==> config.mk <==
export PLATFORM = sky130hd
export DESIGN_NAME = product_accumulator
export DESIGN_NICKNAME = d
export VERILOG_FILES = /design/src/rtl/product_accumulator.sv
export SDC_FILE = /design/constraint.sdc
export NUM_CORES = 1
export LEC_CHECK = 0
export ABC_AREA = 1
export BUFFER_PORTS_ARGS = -buffer_cell sky130_fd_sc_hd__buf_2
export CORE_ASPECT_RATIO = 0.5
export CORE_MARGIN = 3
export CORE_UTILIZATION = 45
export DETAILED_ROUTE_END_ITERATION = 7
export PLACE_DENSITY_LB_ADDON = 0.2
export SLEW_MARGIN = 20
export SYNTH_ARGS = -nofsm -noshare
export SYNTH_HDL_FRONTEND = slang
export SYNTH_SLANG_ARGS = --single-unit
==> constraint.sdc <==
create_clock -name clk -period 1.6 [get_ports clk]
set_input_delay 0.08 -clock clk [delete_from_list [all_inputs] [get_ports clk]]
set_output_delay 0.08 -clock clk [all_outputs]
set_load 0.02 [all_outputs]
==> src/rtl/product_accumulator.sv <==
// Accumulates N_SAMPLES valid products from the upstream multiplier into a saturating sum,
// flags illegal products, and reports the result through a start/done/ack handshake.
`timescale 1ns/1ps
module product_accumulator #(
  parameter int N_SAMPLES = 4,
  parameter int SUM_W     = 8
) (
  input  logic             clk,
  input  logic             rst_n,
  input  logic             start,
  input  logic [3:0]       y_in,
  input  logic             y_valid,
  input  logic             ack,
  output logic             busy,
  output logic             done,
  output logic [SUM_W-1:0] sum,
  output logic             err,
  output logic             ovf,
  output logic [3:0]       last_y
);

  typedef enum logic [1:0] {
    S_IDLE  = 2'b00,
    S_ACCUM = 2'b01,
    S_DONE  = 2'b10
  } state_t;

  localparam logic [7:0] LP_N = 8'(N_SAMPLES);

  state_t           r_state;
  state_t           w_next;
  logic [7:0]       r_cnt;
  logic [SUM_W-1:0] r_sum;
  logic             r_err;
  logic             r_ovf;
  logic [3:0]       r_last_y;

  logic             w_start_run;
  logic             w_accept;
  logic             w_last_sample;
  logic             w_legal;
  logic             w_carry;
  logic [SUM_W-1:0] w_add;

  // start is honoured from every legal state and beats a coincident sample
  assign w_start_run   = start && (r_state inside {S_IDLE, S_ACCUM, S_DONE});
  assign w_accept      = (r_state == S_ACCUM) && y_valid && !start;
  assign w_last_sample = (r_cnt + 8'd1) == LP_N;
  assign w_legal       = y_in inside {4'd0, 4'd3, 4'd6, 4'd9};
  assign {w_carry, w_add} = {1'b0, r_sum} + (SUM_W+1)'(y_in);

  // NOTE: sequential state uses non-blocking assignments so every register samples
  // pre-edge values; blocking here would create order-dependent simulation races.
  always_ff @(posedge clk or negedge rst_n) begin
    if (!rst_n) r_state <= S_IDLE;
    else        r_state <= w_next;
  end

  // NOTE: give every combinational output a default before the case so no path
  // leaves it unassigned, which would otherwise infer a latch.
  always_comb begin
    w_next = r_state;
    case (r_state)
      S_IDLE:  if (start) w_next = S_ACCUM;
      S_ACCUM: begin
        if (start)                          w_next = S_ACCUM;
        else if (y_valid && w_last_sample)  w_next = S_DONE;
      end
      S_DONE: begin
        if (start)    w_next = S_ACCUM;
        else if (ack) w_next = S_IDLE;
      end
      default: w_next = S_IDLE;
    endcase
  end

  always_comb begin
    busy = 1'b0;
    done = 1'b0;
    case (r_state)
      S_ACCUM: busy = 1'b1;
      S_DONE:  done = 1'b1;
      default: ;
    endcase
  end

  // NOTE: all datapath registers are reset asynchronously so a mid-run reset
  // discards the partial result immediately, without waiting for a clock.
  always_ff @(posedge clk or negedge rst_n) begin
    if (!rst_n) begin
      r_cnt    <= '0;
      r_sum    <= '0;
      r_err    <= 1'b0;
      r_ovf    <= 1'b0;
      r_last_y <= '0;
    end else if (w_start_run) begin
      r_cnt <= '0;
      r_sum <= '0;
      r_err <= 1'b0;
      r_ovf <= 1'b0;
    end else if (w_accept) begin
      r_cnt    <= r_cnt + 8'd1;
      r_last_y <= y_in;
      r_sum    <= w_carry ? '1 : w_add;
      r_ovf    <= r_ovf | w_carry;
      r_err    <= r_err | !w_legal;
    end
  end

  assign sum    = r_sum;
  assign err    = r_err;
  assign ovf    = r_ovf;
  assign last_y = r_last_y;

endmodule

==> out/results.tsv <==
metric	value	unit
max_slew.worst_pin.slew	0.5546	ns
critPathRequiredTime	1.77	ns
syn-cell-area	1441	um2
gp_congestion	0.7831	
port_buffers	24	
worst_slack	-0.04779	ns
die_x	86.04	um
numClockSinks	24	
ys_types	29	
die_y	46.02	um
drtPass1Iterations	4	
drtIter0Drc	53	
num-fill-cells	264	
clk_path_buf_depth	2	
synthCells	186	
syn-num-nets	201	
ys_ff_latch	24	
cts_tree	yes	
drive_above_1_share	25.79	%
fmax	0.6069	GHz
antenna_left	0	
async_flop_share	100.0	%
fin_setup_tns	-0.04779	ns
core_area	2814	um2
placed_area	1655	um2
start_kind	register	
yosysTopAreaCellShare	41.67	%
syn2layout_area_growth	21.44	%
fin_nets	237	
top_level_ports	25	
dieArea	3960	um2
status	complete, but fails checks	
antenna_found_initial	0	
clk_latency	0.27	ns
vias	1286	
power.density	786.4	nW/um2
ys.flop_type	dfrtp_1	
clk_pin_slew	0.09	ns
seq_area_frac_synth	41.67	%
synth_common_cells	nand2_1 (57), dfrtp_1 (24), inv_1 (23), nor2_1 (14), nand3_1 (13)	
setup_viol_count_final	1	
synth_area_leaders	dfrtp_1 (42%), nand2_1 (15%), inv_1 (6.0%), nand3_1 (4.5%), ha_1 (4.3%)	
dp_hpwl	2266	um
syn_area_per_cell	7.749	um2
critPathArrivalTime	1.82	ns
routed_wl	3132	um
ys_warn_count	0	
grt_max_degree	25	
final_area	1750	um2
viasPerCell	4.984	
diodes	0	
grt_pass1_vias	1191	
cts_buffers	3	
drc	0	
fin_skew	0.009954	ns
p_leak	0.9143	nW
cts_root_buf	clkbuf_8	
grt-ovfl-total	0	
pre_cts_ws	-0.04261	ns
min_period_over_period	103.0	%
hold_ws	0.09005	ns
worstSetupPathType	register to register	
cap_violations	0	
final_hold_viol_count	0	
grt_pass1_wl	5416	um
finalCriticalPeriod	1.648	ns
hp-class	primary input to register	
fin_util	62.21	%
peakVddDrop	375.5	uV
num_rows	13	
initial_utilization	51.22	%
grt_usage	17.45	%
slew-limit-headroom	63.02	%
rsz0062_at_grt	yes	
violations	setup timing	
worst_setup_path_end_kind	register	
synth_top_area_cell	dfrtp_1	
synth-edff-count	0	
synth.most_common_cell	nand2_1	
cts_max_level	1	
finalMaxSlewViolations	0	
detail_route.wl_per_cell	12.14	um
crit_fanout	5	
[power by group]
part	total, mW	internal, mW	switching [mW]	leakage (nW)
logic	0.319	0.129	0.190	0.571
registers	0.674	0.644	0.0302	0.321
clock network	0.383	0.178	0.205	0.0228
total	1.38	0.951	0.426	0.914
[path summary, 6_finish.rpt]
check                           from        end  slack [ns]  depth (start not counted)
min reg2reg                last_y[1]  last_y[1]        0.49                          2
max in group asynchronous      rst_n     sum[0]        0.89                          2
max                           sum[0]     sum[5]       -0.05                          9
max reg2reg                   sum[0]     sum[5]       -0.05                          9
min in group asynchronous      rst_n     sum[7]        0.32                          2
min                          y_in[2]  last_y[2]        0.09                          3
[area by class of cell]
type | count | area [um2] | area share, %
well taps | 37 | 46.29 | 2.645
multi-input cells | 133 | 755.7 | 43.17
inverters | 27 | 111.4 | 6.362
repair buffers | 33 | 190.2 | 10.86
flip-flops and latches | 24 | 601.8 | 34.38
clock buffers | 4 | 45.04 | 2.573
[cells by family (layout without fill, tap and decap cells)]
kind of cell | Yosys count | in the layout | share of synthesized area, %
flops | 24 | 24 | 41.67
xor+xnor | 2 | 2 | 1.215
simple gates | 96 | 96 | 30.82
compound gates | 29 | 29 | 11.72
buf+inv | 29 | 64 | 8.854
fa+ha+maj | 6 | 6 | 5.729
[metrics by stage]
stage	power, mW	cells
after floorplan	0.8734	186
after global placement	0.9815	250
after detailed placement	0.9886	250
after CTS	1.370	256
after global routing	1.451	258
final	1.376	258
[cells in the final DEF, fill, tap and decap left out, drive strengths merged]
cell / n
clkbuf: 4
ha: 5
o211ai: 4
nor2: 16
nand2: 60
nand3b: 1
o21bai: 1
clkinv: 1
a22o: 1
dfrtp: 24
nand4: 5
buf: 32
inv: 26
o21ai: 16
o22ai: 2
a21oi: 5
xnor2: 2
fa: 1
nand3: 14
dlygate4sd3: 1
[routing by layer]
metal  vias to the layer above  GRT usage, %  routed length, um
li1                        673             -                  -
met1                       597         22.70               1521
met2                        14         30.47               1512
met3                         2         4.332                 89
met4                         0         2.839                  9
met5                         -             0                  0
[sequential cells by signal (all words and copies together) (netlist names)]
| register | flops |
|---|---|
| err | 1 |
| r_cnt | 8 |
| ovf | 1 |
| last_y | 4 |
| sum | 8 |
| r_state | 2 |
[what timing repair did]
action / CTS / global route
hold buffers: 1 / 0
gates resized for setup: 0 / 5
setup endpoints to repair: 1 / 11
pin swaps: 0 / 3
buffers inserted: 1 / 2
endpoints found under the hold margin: 24 / 0
[critical path, stage by stage, from the launching register on]
cell and delay (ns):
dfrtp_2 0.43, ha_4 0.17, fa_2 0.35, nand3_2 0.09, nand2_2 0.07, nand2_2 0.09, inv_2 0.06, nand3_4 0.08
nand2_1 0.05, o21bai_1 0.14
No activity file was read; power rests on OpenSTA's default activity.
